===== config.mk =====
export PLATFORM = sky130hd
export DESIGN_NAME = chirp_pulse_sequencer
export DESIGN_NICKNAME = d
export VERILOG_FILES = /design/src/rtl/chirp_seq_pkg.sv /design/src/rtl/chirp_seq_timer.sv /design/src/rtl/chirp_pulse_sequencer.sv
export SDC_FILE = /design/constraint.sdc
export NUM_CORES = 1
export LEC_CHECK = 0
export ABC_CLOCK_PERIOD_IN_PS = 4200
export CAP_MARGIN = 20
export CORE_MARGIN = 3
export CORE_UTILIZATION = 45
export CTS_CLUSTER_DIAMETER = 30
export DETAILED_ROUTE_END_ITERATION = 16
export GPL_ROUTABILITY_DRIVEN = 0
export GPL_TIMING_DRIVEN = 0
export PLACE_DENSITY = 0.64
export SYNTH_ARGS = -nofsm -noshare
export SYNTH_HDL_FRONTEND = slang
export SYNTH_SLANG_ARGS = --single-unit

===== constraint.sdc =====
create_clock -name clk_245 -period 4.2 [get_ports clk_245]
set_clock_uncertainty 0.05 [all_clocks]
set_input_delay 0.84 -clock clk_245 [delete_from_list [all_inputs] [get_ports clk_245]]
set_output_delay 0.84 -clock clk_245 [all_outputs]
set_load 0.01 [all_outputs]

===== src/rtl/chirp_seq_pkg.sv =====
// Shared types and constants for the chirp pulse sequencer and its timers.
package chirp_seq_pkg;

  localparam int CNT_W    = 16;
  localparam int PERIOD_W = 32;

  localparam int DEF_DDS_LATENCY    = 2;
  localparam int DEF_MIN_GAP        = 4;
  localparam int DEF_TIMEOUT_CYCLES = 1 << 20;

  typedef enum logic [2:0] {
    S_IDLE,
    S_INIT,
    S_ARM,
    S_PRE,
    S_CHIRP,
    S_POST,
    S_GAP,
    S_DONE
  } seq_state_e;

  typedef struct packed {
    logic [CNT_W-1:0]    num_pulses;
    logic [PERIOD_W-1:0] pulse_period;
    logic [CNT_W-1:0]    pre_capture;
    logic [CNT_W-1:0]    post_capture;
  } seq_cfg_t;

endpackage


===== src/rtl/chirp_seq_timer.sv =====
// Loadable down-counter with a zero flag; holds at zero until reloaded.
module chirp_seq_timer
  import chirp_seq_pkg::*;
#(
  parameter int W = PERIOD_W
) (
  input  logic         clk_245,
  input  logic         clk_245_rst,
  input  logic         load,
  input  logic [W-1:0] load_val,
  output logic         zero
);

  logic [W-1:0] count;

  always_ff @(posedge clk_245) begin
    if (clk_245_rst)         count <= '0;
    else if (load)           count <= load_val;
    else if (count != '0)    count <= count - W'(1);
  end

  assign zero = (count == '0);

endmodule


===== src/rtl/chirp_pulse_sequencer.sv =====
// Burst sequencer for the chirp DDS and ADC capture path: paces pulses at a
// fixed PRI, stalls on FIFO backpressure, and guards ARM/CHIRP with a watchdog.
module chirp_pulse_sequencer
  import chirp_seq_pkg::*;
#(
  parameter int DDS_LATENCY    = DEF_DDS_LATENCY,
  parameter int MIN_GAP        = DEF_MIN_GAP,
  parameter int TIMEOUT_CYCLES = DEF_TIMEOUT_CYCLES
) (
  input  logic                clk_245,
  input  logic                clk_245_rst,
  input  logic                seq_start,
  input  logic                seq_abort,
  input  logic [CNT_W-1:0]    num_pulses,
  input  logic [PERIOD_W-1:0] pulse_period,
  input  logic [CNT_W-1:0]    pre_capture,
  input  logic [CNT_W-1:0]    post_capture,
  input  logic                fifo_almost_full,
  input  logic                chirp_ready,
  input  logic                chirp_done,
  input  logic                chirp_active,
  output logic                chirp_init,
  output logic                chirp_enable,
  output logic                adc_enable,
  output logic                seq_busy,
  output logic                seq_done,
  output logic [CNT_W-1:0]    pulse_index,
  output logic                err_overrun,
  output logic                err_timeout,
  output logic                err_aborted
);

  localparam int XW = PERIOD_W + 2;

  seq_state_e          state, nxt;
  seq_cfg_t            cfg;
  logic [PERIOD_W-1:0] pcnt;
  logic [PERIOD_W-1:0] post_len;
  logic [PERIOD_W-1:0] win_val;
  logic [XW-1:0]       ovr_sum;
  logic                ovr;
  logic                start_ok;
  logic                win_load, win_zero;
  logic                wd_load, wd_zero;
  logic                active_q;
  logic                idx_inc, set_ovr, set_tmo, set_abt;

  assign start_ok = (state == S_IDLE) && seq_start && !seq_abort;
  assign post_len = PERIOD_W'(cfg.post_capture) + PERIOD_W'(DDS_LATENCY);

  // Overrun when the cycles already spent plus the mandatory gap reach the PRI;
  // widened so small periods cannot underflow.
  assign ovr_sum = XW'(pcnt) + XW'(MIN_GAP) + XW'(1);
  assign ovr     = (ovr_sum >= XW'(cfg.pulse_period));

  always_comb begin
    nxt     = state;
    idx_inc = 1'b0;
    set_tmo = 1'b0;
    set_abt = 1'b0;
    case (state)
      S_IDLE:  if (start_ok) nxt = S_INIT;
      S_INIT:  nxt = S_ARM;
      S_ARM:   if (chirp_ready && !fifo_almost_full)
                 nxt = (cfg.pre_capture == '0) ? S_CHIRP : S_PRE;
      S_PRE:   if (win_zero) nxt = S_CHIRP;
      S_CHIRP: if (chirp_done) nxt = S_POST;
      S_POST:  if (win_zero) begin
                 idx_inc = 1'b1;
                 if ((cfg.num_pulses != '0) && ((pulse_index + 16'd1) == cfg.num_pulses))
                   nxt = S_DONE;
                 else
                   nxt = S_GAP;
               end
      S_GAP:   if (win_zero) nxt = S_INIT;
      S_DONE:  nxt = S_IDLE;
      default: nxt = S_IDLE;
    endcase

    if ((state == S_ARM || state == S_CHIRP) && wd_zero) begin
      nxt     = S_DONE;
      set_tmo = 1'b1;
    end

    // Abort outranks every other transition, including a coincident chirp_done.
    if (state != S_IDLE && state != S_DONE && seq_abort) begin
      nxt     = S_DONE;
      idx_inc = 1'b0;
      set_tmo = 1'b0;
      set_abt = 1'b1;
    end
  end

  assign set_ovr = (state == S_POST) && (nxt == S_GAP) && ovr;

  // Window loads hold length-1 so the state lasts exactly the programmed cycles.
  always_comb begin
    win_load = (nxt != state) && (nxt inside {S_PRE, S_POST, S_GAP});
    win_val  = '0;
    case (nxt)
      S_PRE:   win_val = PERIOD_W'(cfg.pre_capture) - PERIOD_W'(1);
      S_POST:  win_val = (post_len == '0) ? '0 : post_len - PERIOD_W'(1);
      S_GAP:   win_val = ovr ? PERIOD_W'(MIN_GAP - 1)
                             : cfg.pulse_period - pcnt - PERIOD_W'(2);
      default: win_val = '0;
    endcase
  end

  // The watchdog restarts on any state change and once more when the DDS
  // reports activity, so only a chirp that never starts or never ends expires.
  assign wd_load = (nxt != state) || (state == S_CHIRP && chirp_active && !active_q);

  chirp_seq_timer #(.W(PERIOD_W)) u_win (
    .clk_245     (clk_245),
    .clk_245_rst (clk_245_rst),
    .load        (win_load),
    .load_val    (win_val),
    .zero        (win_zero)
  );

  chirp_seq_timer #(.W(PERIOD_W)) u_wdog (
    .clk_245     (clk_245),
    .clk_245_rst (clk_245_rst),
    .load        (wd_load),
    .load_val    (PERIOD_W'(TIMEOUT_CYCLES - 1)),
    .zero        (wd_zero)
  );

  always_ff @(posedge clk_245) begin
    if (clk_245_rst) begin
      state        <= S_IDLE;
      cfg          <= '0;
      pcnt         <= '0;
      active_q     <= 1'b0;
      pulse_index  <= '0;
      err_overrun  <= 1'b0;
      err_timeout  <= 1'b0;
      err_aborted  <= 1'b0;
      chirp_init   <= 1'b0;
      chirp_enable <= 1'b0;
      adc_enable   <= 1'b0;
      seq_busy     <= 1'b0;
      seq_done     <= 1'b0;
    end else begin
      state    <= nxt;
      active_q <= chirp_active;

      if (start_ok)
        cfg <= '{num_pulses: num_pulses, pulse_period: pulse_period,
                 pre_capture: pre_capture, post_capture: post_capture};

      if (nxt == S_INIT)    pcnt <= '0;
      else if (pcnt != '1)  pcnt <= pcnt + PERIOD_W'(1);

      if (start_ok)         pulse_index <= '0;
      else if (idx_inc)     pulse_index <= pulse_index + 16'd1;

      err_overrun <= !start_ok && (err_overrun || set_ovr);
      err_timeout <= !start_ok && (err_timeout || set_tmo);
      err_aborted <= !start_ok && (err_aborted || set_abt);

      chirp_init   <= (nxt == S_INIT);
      chirp_enable <= (nxt == S_CHIRP);
      adc_enable   <= (nxt inside {S_PRE, S_CHIRP, S_POST});
      seq_busy     <= (nxt != S_IDLE);
      seq_done     <= (nxt == S_DONE);
    end
  end

endmodule


=== Word level (Yosys, flattened, before mapping) ===
Cells that the tools add are included.

* Register bits after elaboration: 204
* Input port bits: 88
* Output and inout bits: 24
* Logic and storage cells: 113

* Add/sub/neg operators: 11
* Order comparisons: 1
* Equal/unequal tests: 17
* Mux-type cells: 24
* Reduce and logical (&&, ||, !) cells: 41

{| class="wikitable"
|+ Operators by type and width
! cell !! number
|-
| $mux 32 || 4
|-
| $logic_not 32->1 || 3
|-
| $pmux 32 s3 || 1
|-
| $reduce_bool 32->1 || 2
|-
| $sub 32x1->32 const B || 2
|-
| $mux 20 || 2
|-
| $add 33x1->34 const B || 1
|-
| $ge 34x32->1 || 1
|-
| $add 32x3->33 const B || 1
|-
| $add 32x1->32 const B || 1
|-
| $ne 32x32->1 const B || 1
|-
| $sub 32x2->32 const B || 1
|-
| $sub 32x32->32 || 1
|-
| $mux 3 || 9
|-
| $eq 3x3->1 const B || 8
|-
| $pmux 3 s8 || 1
|-
| $sub 17x1->18 const B || 1
|-
| $add 16x2->17 const B || 1
|-
| $sub 16x1->17 const B || 1
|-
| $add 16x1->16 const B || 1
|-
| $eq 16x16->1 || 1
|-
| $logic_not 16->1 || 1
|-
| $reduce_bool 16->1 || 1
|-
| $logic_and 1x1->1 || 15
|-
| 11 further kinds || 33
|}

=== Longest topological paths before layout ===
Gate-level depths: netlist of the first run.

* Depth after elaboration: 13
* Gate-level depth with buffers: 19

=== Cells and area by module ===
Synthesis of the first run repeated with hierarchy kept, for this count alone.

* Cell total of the unflattened synthesis: 1883
* Area total of the unflattened synthesis: 14402.6 µm²

{| class="wikitable"
|+ By module, submodules not included
! module !! instances !! cells each !! area each (µm²) !! sequential area each (µm²)
|-
| chirp_pulse_sequencer || 1 || 1463 || 10734.0 || 2802.7
|-
| chirp_seq_timer || 2 || 210 || 1834.3 || 640.6
|}

=== Worst setup path after synthesis of the first run ===
No wires, ideal clock.

* Path type: register to register
* Start: register pcnt[6]
* End: register u_win.count[5]
* Library setup time: 0.088 ns
* Arrival time: 4.129 ns
* Data required time: 4.062 ns
* Path slack: -0.067 ns
* Cell stages (with the launch flop): 19
* Path buffers: 1
* Cell sequence: dfxtp_1 > clkbuf_1 > nand4_1 > nor3_1 > nand2_1 > nor2_1 > nand3_1 > nor2_1 > xor2_1 > ha_1 > a21o_1 > a21o_1 > a211oi_1 > o41ai_1 > o31ai_1 > nand3_1 > or3_4 > or3_1 > a311oi_2

* Cells in the longest elaborated chain, start to end: 6

{| class="wikitable"
|+ RTL lines
! element !! line !! source
|-
| start: declaration || chirp_pulse_sequencer.sv:37 || <nowiki>logic [PERIOD_W-1:0] pcnt;</nowiki>
|-
| start signal: assignment || chirp_pulse_sequencer.sv:153 || <nowiki>else if (pcnt != '1) pcnt <= pcnt + PERIOD_W'(1);</nowiki>
|-
| $add 32x3->33 || chirp_pulse_sequencer.sv:53 || <nowiki>assign ovr_sum = XW'(pcnt) + XW'(MIN_GAP) + XW'(1);</nowiki>
|-
| $add 33x1->34 || chirp_pulse_sequencer.sv:53 ||
|-
| $ge 34x32->1 || chirp_pulse_sequencer.sv:54 || <nowiki>assign ovr = (ovr_sum >= XW'(cfg.pulse_period));</nowiki>
|-
| $mux 32 || chirp_pulse_sequencer.sv:103 || <nowiki>S_GAP: win_val = ovr ? PERIOD_W'(MIN_GAP - 1)</nowiki>
|-
| $pmux 32 s3 || chirp_pulse_sequencer.sv:100 || <nowiki>case (nxt)</nowiki>
|-
| $mux 32 || chirp_seq_timer.sv:18 || <nowiki>else if (load) count <= load_val;</nowiki>
|-
| end signal: assignment || chirp_seq_timer.sv:18 ||
|-
| end signal: assignment || chirp_seq_timer.sv:19 || <nowiki>else if (count != '0) count <= count - W'(1);</nowiki>
|-
| end: declaration || chirp_seq_timer.sv:14 || <nowiki>logic [W-1:0] count;</nowiki>
|}

No other way between the ends.
A chain may end at the register's enable or synchronous reset.

=== Worst setup path after layout of the first run ===
* Start: register pcnt[13]
* End: register u_win.count[22]

* Cells in the longest elaborated chain, start to end: 6
* Elaborated cells between the ends (all ways): 8
* Classes of those cells: add/sub (4); order compare (1); mux (3)

{| class="wikitable"
|+ RTL lines
! element !! line
|-
| $add 32x3->33 || chirp_pulse_sequencer.sv:53
|-
| $add 33x1->34 || chirp_pulse_sequencer.sv:53
|-
| $ge 34x32->1 || chirp_pulse_sequencer.sv:54
|-
| $mux 32 * || chirp_pulse_sequencer.sv:103
|-
| $pmux 32 s3 * || chirp_pulse_sequencer.sv:100
|-
| $mux 32 * || chirp_seq_timer.sv:18
|}

Every way passes the cells marked *; elsewhere a longest branch is shown, timed or not.

==> results of run 1 <==
==> how the worst min path moves through the flow <==
stage	cells past startpoint	end	slack (ns)	from
after detailed placement	2	cfg[40]	0.40	cfg[40]
after floorplan	2	cfg[17]	0.39	cfg[17]
final	2	cfg[40]	0.40	cfg[40]
after global placement	2	cfg[42]	0.39	cfg[42]
after CTS	2	cfg[40]	0.40	cfg[40]
after global routing	2	cfg[40]	0.42	cfg[40]
==> area by class of cell <==
class	count	share of cell area (%)
Buffer	89	2.128
Clock buffer	60	7.521
Clock inverter	34	2.748
Inverter	119	2.434
Multi-Input combinational cell	1475	52.77
Sequential cell	204	22.48
Tap cell	396	2.700
Timing Repair Buffer	138	7.221
==> Yosys cell counts, types with 4 or more instances <==
cell type                   count  area share (%)
sky130_fd_sc_hd__and2_1         6            0.26
sky130_fd_sc_hd__nand4_1       41             1.8
sky130_fd_sc_hd__nand3_1       57             2.0
sky130_fd_sc_hd__o2bb2ai_1      5            0.31
sky130_fd_sc_hd__a31oi_1        7            0.31
sky130_fd_sc_hd__or3_1         30             1.3
sky130_fd_sc_hd__o21bai_1       6            0.31
sky130_fd_sc_hd__nor4_1        45             2.0
sky130_fd_sc_hd__or4_1         13            0.68
sky130_fd_sc_hd__buf_2          8            0.28
sky130_fd_sc_hd__a21o_1        14            0.73
sky130_fd_sc_hd__o21ai_0       47             1.6
sky130_fd_sc_hd__a2111oi_0      6            0.37
sky130_fd_sc_hd__xnor2_1      121             7.4
sky130_fd_sc_hd__clkbuf_1      84             2.2
sky130_fd_sc_hd__nor2b_1        9            0.39
sky130_fd_sc_hd__a22oi_1       10            0.52
sky130_fd_sc_hd__inv_1        119             3.1
sky130_fd_sc_hd__o31ai_1        5            0.26
sky130_fd_sc_hd__a211o_1        7            0.43
sky130_fd_sc_hd__nand2b_1      18            0.79
sky130_fd_sc_hd__nand2_1      269             7.1
sky130_fd_sc_hd__ha_1         102             8.9
sky130_fd_sc_hd__nor4b_1        6            0.37
sky130_fd_sc_hd__o2111ai_1      5            0.31
sky130_fd_sc_hd__xor2_1        91             5.6
sky130_fd_sc_hd__nor3_1        60             2.1
sky130_fd_sc_hd__nand4b_1       4            0.24
sky130_fd_sc_hd__o22ai_1        5            0.22
sky130_fd_sc_hd__o211ai_1      10            0.52
sky130_fd_sc_hd__or2_2          7            0.31
sky130_fd_sc_hd__and3_1        24             1.0
sky130_fd_sc_hd__o21a_1         5            0.26
sky130_fd_sc_hd__mux2i_1        4            0.28
sky130_fd_sc_hd__a211oi_1      25             1.3
sky130_fd_sc_hd__nor2_1       173             4.5
sky130_fd_sc_hd__nor3b_1        5            0.26
sky130_fd_sc_hd__a21oi_1      155             5.4
sky130_fd_sc_hd__nand3b_1       4            0.21
sky130_fd_sc_hd__dfxtp_1      204              29
sky130_fd_sc_hd__a311oi_1      14            0.86
sky130_fd_sc_hd__o221ai_1       5            0.31
==> power groups by stage <==
stage / sequential [mW] / clock (mW) / combinational (mW)
2_1_floorplan: 2.45 / 0 / 2.89
6_report: 2.49 / 4.26 / 4.34
4_1_cts: 2.48 / 4.31 / 4.08
5_1_grt: 2.52 / 4.41 / 4.73
3_5_place_dp: 2.51 / 0 / 3.92
3_3_place_gp: 2.50 / 0 / 3.88
==> cell families (layout without fill, tap and decap cells) <==
family	after synthesis	after routing	synth area share [%]
mux	4	4	0.2797
simple gates	797	797	27.19
buf+inv	216	440	5.812
xor+xnor	212	212	12.97
fa+ha+maj	103	103	9.054
compound gates	359	359	16.17
flops	204	204	28.53
==> cells in the final DEF, fill, tap and decap left out, types with 7 or more instances in the layout <==
cell and n:
sky130_fd_sc_hd__a211oi_1 20, sky130_fd_sc_hd__a31oi_1 7, sky130_fd_sc_hd__or4_1 12, sky130_fd_sc_hd__nand3_1 54, sky130_fd_sc_hd__nor3_1 55, sky130_fd_sc_hd__xnor2_1 121
sky130_fd_sc_hd__buf_4 26, sky130_fd_sc_hd__clkbuf_16 51, sky130_fd_sc_hd__a21o_1 14, sky130_fd_sc_hd__dfxtp_2 8, sky130_fd_sc_hd__clkinv_2 9, sky130_fd_sc_hd__or2_2 7
sky130_fd_sc_hd__clkbuf_1 73, sky130_fd_sc_hd__nor2b_1 9, sky130_fd_sc_hd__nand2_1 264, sky130_fd_sc_hd__a22oi_1 10, sky130_fd_sc_hd__a21oi_1 154, sky130_fd_sc_hd__ha_1 99
sky130_fd_sc_hd__nor4_1 41, sky130_fd_sc_hd__clkbuf_8 7, sky130_fd_sc_hd__and3_1 22, sky130_fd_sc_hd__a211o_1 7, sky130_fd_sc_hd__nand2b_1 17, sky130_fd_sc_hd__o211ai_1 10
sky130_fd_sc_hd__xor2_1 91, sky130_fd_sc_hd__or3_1 29, sky130_fd_sc_hd__clkdlybuf4s50_1 109, sky130_fd_sc_hd__a311oi_1 14, sky130_fd_sc_hd__o21ai_0 44, sky130_fd_sc_hd__nand4_1 41
sky130_fd_sc_hd__bufinv_16 11, sky130_fd_sc_hd__nor2_1 168, sky130_fd_sc_hd__inv_1 119, sky130_fd_sc_hd__buf_6 8, sky130_fd_sc_hd__dfxtp_4 8, sky130_fd_sc_hd__dfxtp_1 188
==> sequential cells by signal (all words and copies together) (netlist names) <==
name          flops
cfg              80
pcnt             32
u_wdog.count     32
u_win.count      32
pulse_index      16
state             3
active_q          1
adc_enable        1
chirp_enable      1
chirp_init        1
err_aborted       1
err_overrun       1
err_timeout       1
seq_busy          1
seq_done          1
==> worst max-delay path: stages (launching register included) <==
cell and delay, ns:
sky130_fd_sc_hd__dfxtp_1 0.49, sky130_fd_sc_hd__nand4_1 0.31, sky130_fd_sc_hd__buf_4 0.24, sky130_fd_sc_hd__nor4_2 0.31
sky130_fd_sc_hd__nand2_1 0.14, sky130_fd_sc_hd__xnor2_1 0.14, sky130_fd_sc_hd__ha_1 0.19, sky130_fd_sc_hd__a21o_1 0.18
sky130_fd_sc_hd__a21o_1 0.18, sky130_fd_sc_hd__a211oi_4 0.30, sky130_fd_sc_hd__o41ai_2 0.12, sky130_fd_sc_hd__o31ai_1 0.34
sky130_fd_sc_hd__nand3_2 0.20, sky130_fd_sc_hd__or3_4 0.43, sky130_fd_sc_hd__clkbuf_4 0.22, sky130_fd_sc_hd__o31a_1 0.31
sky130_fd_sc_hd__o22ai_1 0.10
==> layer usage <==
| layer | up-vias | global-route usage, % | wire length, microns |
|---|---|---|---|
| li1 | 7005 | - | - |
| met1 | 6654 | 32.01 | 19100 |
| met2 | 440 | 39.47 | 19290 |
| met3 | 90 | 3.651 | 2635 |
| met4 | 0 | 7.832 | 1201 |
| met5 | - | 0 | 0 |
==> what timing repair did <==
action / in CTS / in global routing
cloned: 0 / 0
gates resized for setup: 61 / 46
hold buffers: 0 / 0
hold endpoints to repair: 0 / 0
setup buffers: 21 / 7
endpoints found under the setup margin: 63 / 92
pin swaps: 12 / 23
==> metrics, run 1 <==
result of the run=finished with violations; failing checks=setup timing; fraction of final layout cells sized beyond drive strength 1=between 10% and 20%; Arrival @ worst endpoint=~4.8 ns; Least-Margin Pin Slew=1.012 ns; global-route wire length before repair=about 67,000 microns; final WL=~42,000 microns; initial cell density of the core=between 40% and 50%; Max Fclk=between 200 and 250 MHz; cell total after placement=approximately 2.4k; Synth Register Bits=roughly 200; Tmin final=around 4.4 ns; Detailed Routing Iterations Pass 1=8; final-stage net count=2,268; core utilization of the finished layout=between 50% and 60%; Max Buffers Root-to-Sink=3; DRC errors left=0; synthesis warning total=0; CP startpoint kind=register; worst setup path startpoint=pcnt[13]; flop2flop setup slack=-0.16 ns; cell area after synthesis=between 10,000 and 15,000 sq um; HPWL after DPL=around 31,000 microns; min setup slack post-route=-0.1564 ns; die height=around 180 microns; Max-Slew Margin vs Limit=a little under a third; P_leak=slightly above 7 nW; worst min-delay path category=reg -> reg; total CTS buffers=50; level count of the clock H-tree=2; kind of critical path=reg -> reg; final count of negative-setup-slack endpoints=25; Via-to-Cell Ratio=5.642; synthesis-to-layout area growth=28.17%; endpoint of the lowest-slack register-to-register path=u_win.count[22]; TritonCTS clock tree=done; pin count of the biggest net entering global routing=14; I/O pin cnt=~110; Critical Path End=u_win.count[22]; fin crit share=103.7%; switching power total=between 4 and 5 mW; Routed WL per cell=between 15 and 20 microns; number of max-cap violations=0; number of core rows=64; floorplan die area=between 30,000 and 40,000 sq um; fill cell total of the finished layout=between 2k and 3k; power share of the combinational group=between 30 and 40%; Sequential Power Share=roughly 23%; number of distinct library cells after synthesis=83; clock input transition at the sequential cells of the worst setup and hold paths=around 0.05 ns; area used by multi-input combinational logic=~9700 sq um; area of the core=30,990 sq um; total number of vias=roughly 14k; summed negative setup slack over all endpoints=-1.311 ns; number of standard cells after synthesis=between 1.5k and 2k; largest vdd supply drop=between 300 and 400 uV; overflow left after global routing=0; number of flops mapped to enable cells by yosys=0; CTS Root Buffer Type=sky130_fd_sc_hd__clkbuf_16; total of buffers placed on input and output ports=109; RSZ-0062 raised after global routing=yes; clk_lat worst skew=around 0.55 ns; area taken by flip-flops and latches=4124 sq um; number of global-route vias before repair=~13k; reg2reg start=pcnt[13]; antenna diode count=0; count of final hold-check violations=0; net count of the mapped netlist=between 2k and 2.5k; part of the total power dissipated in the clock network=between 30% and 40%; Worst Hold Slack=about 0.4 ns; Overall Power=roughly 11 mW; initial DRC count=between 1k and 1.5k; instance area at placement=15,910 sq um; power density normalized to cell area=604.1 nW/um^2; WP data required=around 4.6 ns; nature of the critical path endpoint=register; worst-path maximum fanout=10; Chip Width=184.4 microns; proportion of register bits with asynchronous set or reset after synthesis=0%; flip-flop cell with the highest count after synthesis=sky130_fd_sc_hd__dfxtp_1; average cell area after synthesis=about 7.6 sq um; All-Layer GR Usage=between 20% and 30%; switching portion of total power=between 30% and 40%; Cell Int Power=around 7.0 mW; final design instance area without fill=between 15,000 and 20,000 sq um; minimum setup slack after placement=-1.481 ns; number of antenna violations at the first check in global routing=0; count of placed standard cells in the final layout, fillers left out=around 2.5k; final number of max-transition violations=0; Worst R2R Path Depth=16; post-route ant nets=0; sequential-to-total area share from yosys stat=between 20 and 30%; clock sink count=204
No activity file was read; power rests on OpenSTA's default activity.
==> run 2, diff against run 1 <==
- REMOVE_ABC_BUFFERS: default -> 1
==> metrics, run 2 (synthesis results as in run 1) <==
result of the run=finished with violations; failing checks=setup timing; Sequential Power Share=roughly 23%; pin count of the biggest net entering global routing=93; commonest non-fill, non-tap cells in the layout=262 x sky130_fd_sc_hd__nand2_1, 186 x sky130_fd_sc_hd__dfxtp_1, 169 x sky130_fd_sc_hd__nor2_1; clk_lat worst skew=about 0.55 ns; flop2flop setup slack=-0.09 ns; fraction of final layout cells sized beyond drive strength 1=roughly an eighth; routed length on met3=1945 microns; Max Fclk=232.9 MHz; largest vdd supply drop=381.2 uV; total CTS buffers=50; Overall Power=between 10 and 15 mW; floorplan die area=between 30,000 and 40,000 sq um; number of flip-flops under the largest register name=80; switching portion of total power=between 30 and 40%; startpoint of the worst hold path=cfg[49]; CTS Root Buffer Type=sky130_fd_sc_hd__clkbuf_16; I/O pin cnt=around 110; Tmin final=4.293 ns; number of max-cap violations=0; Chip Width=between 150 and 200 microns; antenna diode count=0; global-route wire length before repair=around 62,000 microns; HPWL after DPL=28,610 microns; most frequent standard cell in the layout excluding fill and tap cells=sky130_fd_sc_hd__nand2_1; switching power total=3.964 mW; WP data required=about 4.6 ns; P_leak=7.133 nW; total of buffers placed on input and output ports=about 110; worst min-delay path category=reg -> reg; cell total after placement=2,321; Via-to-Cell Ratio=around 5.6; Top reg by flops=cfg; post-route ant nets=0; DRC errors left=0; fin crit share=102.2%; reg2reg start=pcnt[8]; number of core rows=64; Worst Hold Depth=2; final-stage net count=2,201; power share of the combinational group=a little under 40%; total number of vias=13.63k; Least-Margin Pin Slew=between 1 and 1.5 ns; count of final hold-check violations=0; sum of met2 wire segment lengths after detailed routing=approximately 18,000 microns; worst-path maximum fanout=5; nature of the critical path endpoint=register; CP startpoint kind=register; power density normalized to cell area=598.9 nW/um^2; cell with the largest stage delay on the worst path=sky130_fd_sc_hd__or3_4; Max-Slew Margin vs Limit=32.27%; part of the total power dissipated in the clock network=approximately 37%; endpoint of the worst hold path=cfg[49]; initial DRC count=839; endpoint of the lowest-slack register-to-register path=u_win.count[19]; TritonCTS clock tree=done; kind of critical path=reg -> reg; Worst R2R Path Depth=19; final count of negative-setup-slack endpoints=5; die height=roughly 180 microns; Cell Int Power=around 7.0 mW; Routed WL per cell=~16 microns; detailed-route wire length on metal 1=~18,000 microns; final WL=38,930 microns; delay of the slowest cell on the worst path=0.44 ns; cell breakdown of the critical path=nand4_1 > nor3_4 > nand2_2 > nor2_4 > nand3_2 > nor2_2 > xor2_1 > ha_1 > a21o_1 > a21o_1 > a211oi_2 > o41ai_2 > o31ai_1 > nand3_2 > or3_4 > buf_12 > buf_12 > nor4b_2 > a211o_1; initial cell density of the core=a little under half; Max Used Layer=met4; Max Buffers Root-to-Sink=3; All-Layer GR Usage=21.83%; area of the core=between 30,000 and 40,000 sq um; number of antenna violations at the first check in global routing=0; final number of max-transition violations=0; overflow left after global routing=0; clock input transition at the sequential cells of the worst setup and hold paths=approximately 0.040 ns; number of global-route vias before repair=12.65k; Arrival @ worst endpoint=4.72 ns; count of placed standard cells in the final layout, fillers left out=~2.4k; min setup slack post-route=-0.09325 ns; level count of the clock H-tree=2; Detailed Routing Iterations Pass 1=7; clock sink count=between 200 and 250; synthesis-to-layout area growth=27.35%; RSZ-0062 raised after global routing=yes
-- run 2: worst max path at each step --
stage / from / endpoint / slack [ns] / cells past startpoint
final: pcnt[8] / u_win.count[19] / -0.09 / 19
after CTS: pcnt[17] / u_win.count[5] / -0.01 / 17
after detailed placement: pcnt[2] / u_win.count[5] / -1.25 / 17
after global routing: pcnt[8] / u_win.count[26] / -0.24 / 18
after global placement: seq_abort / cfg[64] / -5.15 / 4
after floorplan: state[0] / cfg[0] / -1.39 / 4
-- run 2: power by group through the flow --
| stage | combinational (mW) | sequential [mW] | clock (mW) |
|---|---|---|---|
| global placement | 3.66 | 2.54 | 0 |
| CTS | 4.01 | 2.52 | 4.13 |
| finish | 4.32 | 2.53 | 4.07 |
| detailed placement | 3.80 | 2.55 | 0 |
| global route | 4.73 | 2.57 | 4.24 |
| floorplan | 2.74 | 2.48 | 0 |
-- run 2: through the flow --
| stage | cell area (sq um) | hold slack [ns] | util (%) | setup WS (ns) | TNS, ns |
|---|---|---|---|---|---|
| floorplan | 13930 | 0.3803 | - | -1.388 | -126.66 |
| global placement | 15540 | 0.3942 | 50.14 | -5.152 | -636.87 |
| detailed placement | 15760 | 0.3989 | 50.85 | -1.251 | -42.04 |
| CTS | 17930 | 0.4049 | 57.85 | -0.01405 | -0.01486 |
| global route | 18230 | 0.4166 | 58.83 | -0.2354 | -3.046 |
| finish | 18230 | 0.4009 | 58.83 | -0.09325 | -0.3175 |
-- run 2: final cells by class --
type | count | area [sq um]
sequential | 204 | 4129
multi-input combinational | 1475 | 9741
tap | 396 | 495.5
inverter | 119 | 446.7
clock buffer | 63 | 1424
clock inverter | 29 | 387.9
timing repair buffer | 160 | 1608
fill | 2792 | 12760
-- run 2: per-layer routing --
metal | global-route usage (%) | up-vias
li1 | - | 6902
met1 | 28.99 | 6331
met2 | 36.54 | 323
met3 | 3.592 | 69
met4 | 6.501 | 0
met5 | 0 | -
-- run 2: worst max-delay path: cells and delay by family (launching register included) --
family,cells,cell delay (ns)
and+or+nand+nor,9,1.86
buffers and inverters,2,0.28
adders and majority gates,1,0.26
xor gates and xnor gates,1,0.17
AOI/OAI and AO/OA,6,1.25
DFF,1,0.33
-- run 2: repair_timing --
item / 4_1_cts / 5_1_grt
setup buffers: 23 / 10
gates cloned: 0 / 1
gates resized for setup: 52 / 45
setup endpoints to repair: 66 / 64
hold endpoints to repair: 0 / 0
pin swaps: 14 / 35
hold buffers: 0 / 0
